<file path="src/rtl/alarma_pkg.sv">
// Shared definitions for the sensor-alarm scan path: level encoding, scheduler states, thresholds.
package alarma_pkg;

  // Confirmed / classified alarm level of one channel.
  typedef enum logic [1:0] {
    LvlAceptable = 2'd0,
    LvlRegular   = 2'd1,
    LvlCritico   = 2'd2
  } level_e;

  // Scan scheduler states.
  typedef enum logic [2:0] {
    StIdle,
    StReq,
    StUpdate,
    StSkip,
    StNext
  } state_e;

  localparam int unsigned DefThReg  = 103;
  localparam int unsigned DefThCrit = 256;

endpackage

</file>
<file path="src/rtl/alarma_clasif.sv">
// Combinational sum classifier: unsigned sum -> ACEPTABLE / REGULAR / CRITICO.
module alarma_clasif
  import alarma_pkg::*;
#(
  parameter int unsigned W       = 9,
  parameter int unsigned TH_REG  = DefThReg,
  parameter int unsigned TH_CRIT = DefThCrit
) (
  input  logic [W-1:0] sum,
  output logic [1:0]   level
);

  // Widen so thresholds beyond the W-bit range compare correctly (they are simply never reached).
  logic [31:0] sum_ext;
  assign sum_ext = 32'(sum);

  // Threshold compare, highest band first.
  always_comb begin
    level = LvlAceptable;
    if (sum_ext >= TH_CRIT) begin
      level = LvlCritico;
    end else if (sum_ext >= TH_REG) begin
      level = LvlRegular;
    end
  end

endmodule

</file>
<file path="src/rtl/alarma_scheduler.sv">
// Round-robin channel scan: fetches each channel sum over req/valid, confirms level changes over
// CONFIRM equal samples, latches critical alarms until acknowledged, flags missed samples.
module alarma_scheduler
  import alarma_pkg::*;
#(
  parameter int unsigned N_CH    = 4,
  parameter int unsigned W       = 9,
  parameter int unsigned TH_REG  = DefThReg,
  parameter int unsigned TH_CRIT = DefThCrit,
  parameter int unsigned CONFIRM = 3,
  parameter int unsigned TIMEOUT = 15,
  localparam int unsigned ChW    = (N_CH > 1) ? $clog2(N_CH) : 1
) (
  input  logic                clk,
  input  logic                rst_n,
  input  logic                en,
  output logic [ChW-1:0]      ch_sel,
  output logic                sample_req,
  input  logic                sample_valid,
  input  logic [W-1:0]        sum_in,
  input  logic [N_CH-1:0]     ack,
  output logic [2*N_CH-1:0]   level,
  output logic [N_CH-1:0]     crit_latch,
  output logic [N_CH-1:0]     fault,
  output logic                alarm_any,
  output logic                scan_done
);

  localparam int unsigned TmoW = $clog2(TIMEOUT + 1);
  localparam int unsigned CntW = $clog2(CONFIRM + 1);

  state_e          state_q, state_d;
  logic [ChW-1:0]  ch_q;
  logic [TmoW-1:0] tmo_q;
  logic [W-1:0]    samp_q;
  logic [1:0]      cls;

  alarma_clasif #(
    .W       (W),
    .TH_REG  (TH_REG),
    .TH_CRIT (TH_CRIT)
  ) u_clasif (
    .sum   (samp_q),
    .level (cls)
  );

  // Next-state logic; a valid in the expiring REQ cycle takes priority over the timeout.
  always_comb begin
    state_d = state_q;
    unique case (state_q)
      StIdle:   if (en) state_d = StReq;
      StReq: begin
        if (sample_valid) begin
          state_d = StUpdate;
        end else if (tmo_q == TmoW'(TIMEOUT - 1)) begin
          state_d = StSkip;
        end
      end
      StUpdate: state_d = StNext;
      StSkip:   state_d = StNext;
      StNext:   state_d = en ? StReq : StIdle;
      default:  state_d = StIdle;
    endcase
  end

  // State, channel pointer, REQ timeout counter and captured sample.
  always_ff @(posedge clk or negedge rst_n) begin
    if (!rst_n) begin
      state_q <= StIdle;
      ch_q    <= '0;
      tmo_q   <= '0;
      samp_q  <= '0;
    end else begin
      state_q <= state_d;
      if (state_q == StReq) begin
        tmo_q <= tmo_q + TmoW'(1);
        if (sample_valid) samp_q <= sum_in;
      end else begin
        tmo_q <= '0;
      end
      if (state_q == StNext) begin
        ch_q <= (ch_q == ChW'(N_CH - 1)) ? '0 : ch_q + ChW'(1);
      end
    end
  end

  assign ch_sel     = ch_q;
  assign sample_req = (state_q == StReq);
  assign scan_done  = (state_q == StNext) && (ch_q == ChW'(N_CH - 1));
  assign alarm_any  = |crit_latch;

  for (genvar i = 0; i < N_CH; i++) begin : g_ch
    logic [1:0]      cand_q, cand_d, lvl_q, lvl_d;
    logic [CntW-1:0] cnt_q, cnt_d;
    logic            crit_q, crit_d, fault_q, fault_d;
    logic            hit;

    assign hit = (ch_q == ChW'(i));

    // Confirmation filter, fault tracking and sticky critical flag for this channel.
    always_comb begin
      cand_d  = cand_q;
      cnt_d   = cnt_q;
      lvl_d   = lvl_q;
      fault_d = fault_q;
      if (hit && state_q == StUpdate) begin
        fault_d = 1'b0;
        if (cls == cand_q) begin
          if (cnt_q != CntW'(CONFIRM)) cnt_d = cnt_q + CntW'(1);
        end else begin
          cand_d = cls;
          cnt_d  = CntW'(1);
        end
        if (cnt_d == CntW'(CONFIRM)) lvl_d = cand_d;
      end else if (hit && state_q == StSkip) begin
        fault_d = 1'b1;
      end
      crit_d = crit_q;
      // Ack only releases a latch whose confirmed level has already left CRITICO.
      if (ack[i] && lvl_q != LvlCritico) crit_d = 1'b0;
      if (lvl_d == LvlCritico) crit_d = 1'b1;
    end

    // Per-channel registers.
    always_ff @(posedge clk or negedge rst_n) begin
      if (!rst_n) begin
        cand_q  <= LvlAceptable;
        cnt_q   <= '0;
        lvl_q   <= LvlAceptable;
        crit_q  <= 1'b0;
        fault_q <= 1'b0;
      end else begin
        cand_q  <= cand_d;
        cnt_q   <= cnt_d;
        lvl_q   <= lvl_d;
        crit_q  <= crit_d;
        fault_q <= fault_d;
      end
    end

    assign level[2*i +: 2] = lvl_q;
    assign crit_latch[i]   = crit_q;
    assign fault[i]        = fault_q;
  end

endmodule

</file>
<file path="config.mk">
export PLATFORM = sky130hd
export DESIGN_NAME = alarma_scheduler
export DESIGN_NICKNAME = d
export VERILOG_FILES = /design/src/rtl/alarma_pkg.sv /design/src/rtl/alarma_clasif.sv /design/src/rtl/alarma_scheduler.sv
export SDC_FILE = /design/constraint.sdc
export NUM_CORES = 1
export LEC_CHECK = 0
export BUFFER_PORTS_ARGS = -buffer_cell sky130_fd_sc_hd__buf_2
export CORE_MARGIN = 2
export CORE_UTILIZATION = 40
export CTS_CLUSTER_DIAMETER = 200
export DETAILED_ROUTE_END_ITERATION = 10
export PLACE_DENSITY_LB_ADDON = 0.08
export SETUP_SLACK_MARGIN = 0.02
export SLEW_MARGIN = 20
export SYNTH_ARGS = -nofsm -noshare
export SYNTH_HDL_FRONTEND = slang
export SYNTH_SLANG_ARGS = --single-unit
</file>
<file path="constraint.sdc">
create_clock -name clk -period 2.19 [get_ports clk]
set_input_delay 0.219 -clock clk [delete_from_list [all_inputs] [get_ports clk]]
set_output_delay 0.219 -clock clk [all_outputs]
set_load 0.01 [all_outputs]
</file>
==> summary.md <==
| Metric | Value |
|---|---|
| DRT iter0 DRCs | 80 |
| CTS buffer count | 5 |
| Worst setup SP type | flop |
| Vias in the first global route | 1889 |
| CP Class | flop to output pin |
| Mapped Area | 2610 sq um |
| Core area | 6310 sq um |
| Met3 Usage GRT | 4.13% |
| Worst setup margin | 360 ps |
| PortBufs | 37 |
| Status | complete, no violations |
| Met1 Track Usage GR | 20.8% |
| GPL Wtd Cong | 0.752 |
| Worst-margin pin slew | 581 ps |
| Initial Util | 41.4% |
| Pin count of the biggest net entering global routing | 27 |
| Final Cycle Share | 83.6% |
| Clock Sink Count | 50 |
| Setup Slack @ Placement | 394 ps |
| Min cycle time layout | 1830 ps |
| DRT Wirelength | 5050 microns |
| Initial antenna violation count | 0 |
| Relative slew slack | 61.2% |
| Critical Path Start | state_q[0]$_DFFE_PN0P_ |
| Max Fclk | 546 MHz |
| Post-synthesis net count | 277 |
| Die Area | 7190 sq um |
| Final HPWL DP | 3660 microns |
| DRT Pass-1 Iters | 4 |
| Drt wl/cell | 13.9 microns |
| # IOs | 38 |
| Most used DFF post-synth | dfrtp_1 |
| Ant diodes | 0 |
| Worst flop-to-flop path startpoint | ch_sel[0]$_DFFE_PN0P_ |
| Async set or reset register ratio after synthesis | 100% |
| Clock tree buffer depth | 2 |
| RSZ-0062 raised after global routing | no |
| Syn-to-layout area delta | 13.2% |
| Antenna Violating Nets Remaining | 0 |
| Syn Inst Count | 254 |
| Grt total ovfl | 0 |
| Hold Crit Class | input port to flop |
| Post-synth EDFFs | 0 |
| Max IR drop VDD | 539 uV |
| Clock H-tree levels | 2 |
| Setup crit end kind | output pin |
| Clk_lat worst skew | 300 ps |
| CTS root buffer | clkbuf_8 |
| GRT Util Overall | 15.1% |
| Setup_tns | 0 ps |
| CP max FO | 13 |
| Total placed cells including tap cells | 355 |
| Setup Skew | 5.81 ps |
| Leakage | 1.35 nW |
| CP Data Required Time | 1970 ps |
| Final setup violation count | 0 |
| Gr busiest metal | met2 |
| Die extent in x | 84.8 microns |
| Post-CTS setup buffers | 0 |
| Register bit total from synthesis | 50 |
| Std cell rows | 29 |
| Slew Viols, Final | 0 |
| Mean Syn Cell Area | 10.3 sq um |
| Met2 usage | 23.8% |
| Seq/Total Area, Yosys | 47.9% |
| DR vias | 1905 |
| Max Cap Viol | 0 |
| Clock slew at reported path FFs | 90 ps |
| Final cell count without fillers | 364 |
| Final hold vios | 0 |
| Area share of the largest cell type after synthesis | 47.9% |
| Layout Nets | 309 |
| Vert. Die Dim | 84.8 microns |
| Proportion of layout cells with a drive suffix above 1 | 25.1% |
| CTS tree | yes |
| # DRC | 0 |
| Largest area contributor in the netlist | dfrtp_1 |
| Warnings, synthesis | 0 |
| First-pass GRT wire length | 8800 microns |
| Netlist cell types | 47 |
| Top cells by area, synth | dfrtp_1, mux2_2, o21ai_0, buf_4, xnor2_1 |
| CP arrival | 1610 ps |
| Fin Hold WS | 138 ps |
| Power per standard cell area | 1190 nW/um^2 |
| Min-delay src | sum_in[1] |
| Vias/cell | 5.23 |
[cells in the mapped netlist (all sizes together) (2+ instances only)]
master   count
inv         22
and4bb       3
o21a         2
o22ai        3
nor2b        4
and2         4
a41oi        4
nand3        9
a2bb2oi      4
dfrtp       50
nand2       20
and3         4
mux2i        4
mux2        15
o211ai       2
a31oi        8
a21oi        2
o21ai       18
o41ai        2
ha           6
nand2b       2
xnor2        9
nand4        6
nor2        17
nor3b        3
buf         17
[layer usage]
| metal | part of all wire, % | vias to the layer above |
|---|---|---|
| li1 | - | 950 |
| met1 | 52 | 912 |
| met2 | 43 | 38 |
| met3 | 4.0 | 5 |
| met4 | 0.99 | 0 |
| met5 | 0 | - |
[stage by stage]
step / power, mW / util [%] / area [sq um]
after floorplan: 2.52 / - / 2610
after global placement: 2.87 / 44.9 / 2830
after global routing: 3.80 / 46.8 / 2960
final: 3.52 / 46.8 / 2960
after detailed placement: 2.89 / 44.9 / 2830
after CTS: 3.56 / 46.8 / 2960
[cells by family (layout without fill, tap and decap cells)]
family          count (synthesis)  count (layout)  synth area share (%)
buf+inv                        40              73                  7.86
mux                            19              19                  8.00
xor+xnor                       10              10                  3.35
compound gates                 54              54                  14.5
fa+ha+maj                       6               6                  2.87
simple gates                   75              75                  15.5
flops                          50              50                  47.9
[layout by cell type, fill, tap and decap left out, types with 4 or more instances in the layout]
master     instances
inv_1             20
nand2_1           20
buf_2             37
mux2i_1            4
clkbuf_8           5
dfrtp_1           50
a2bb2oi_1          4
nand4_1            6
ha_1               6
mux2_2            15
a31oi_1            8
nand3_1            9
nor2b_1            4
xnor2_1            9
o21ai_0           17
a41oi_1            4
nor2_1            17
and3_1             4
[where the power goes]
part / internal, mW / leakage [nW] / switching, mW
clock: 0.340 / 0.0504 / 0.317
sequential: 1.23 / 0.637 / 0.304
combinational: 0.605 / 0.661 / 0.725
[critical path, cell delays in order (launching register included)]
cell	delay [ps]
dfrtp_1	530
nor3b_1	450
and2_1	200
buf_2	130
[registers in the layout, summed over array words and instances, names as in the netlist]
register      flops
samp_q            9
g_ch.cand_q       8
g_ch.cnt_q        8
g_ch.lvl_q        8
g_ch.crit_q       4
g_ch.fault_q      4
tmo_q             4
state_q           3
ch_sel            2
[layout make-up]
cell class	count	area, sq um
Fill cell	604	3360
Sequential cell	50	1250
Multi-Input combinational cell	164	1150
Timing Repair Buffer	43	258
Tap cell	77	96.3
Inverter	22	82.6
Clock buffer	5	68.8
Clock inverter	3	45.0
[final timing paths]
| check | endpoint | slack (ps) | depth (start not counted) |
|---|---|---|---|
| max reg2reg | g_ch[3].lvl_q[1]$_DFF_PN0_ | 380 | 6 |
| min reg2reg | tmo_q[0]$_DFF_PN0_ | 500 | 1 |
| max | scan_done | 360 | 3 |
| max in group asynchronous | g_ch[0].cand_q[1]$_DFFE_PN0P_ | 1200 | 3 |
| min in group asynchronous | g_ch[2].cand_q[0]$_DFFE_PN0P_ | 440 | 2 |
| min | samp_q[1]$_DFFE_PN0P_ | 140 | 2 |
[what timing repair did]
action                                 CTS  global route
endpoints found under the hold margin   24             0
hold buffers                             1             0
resized for setup                        0             0
Power figures use the tool's default switching activity.
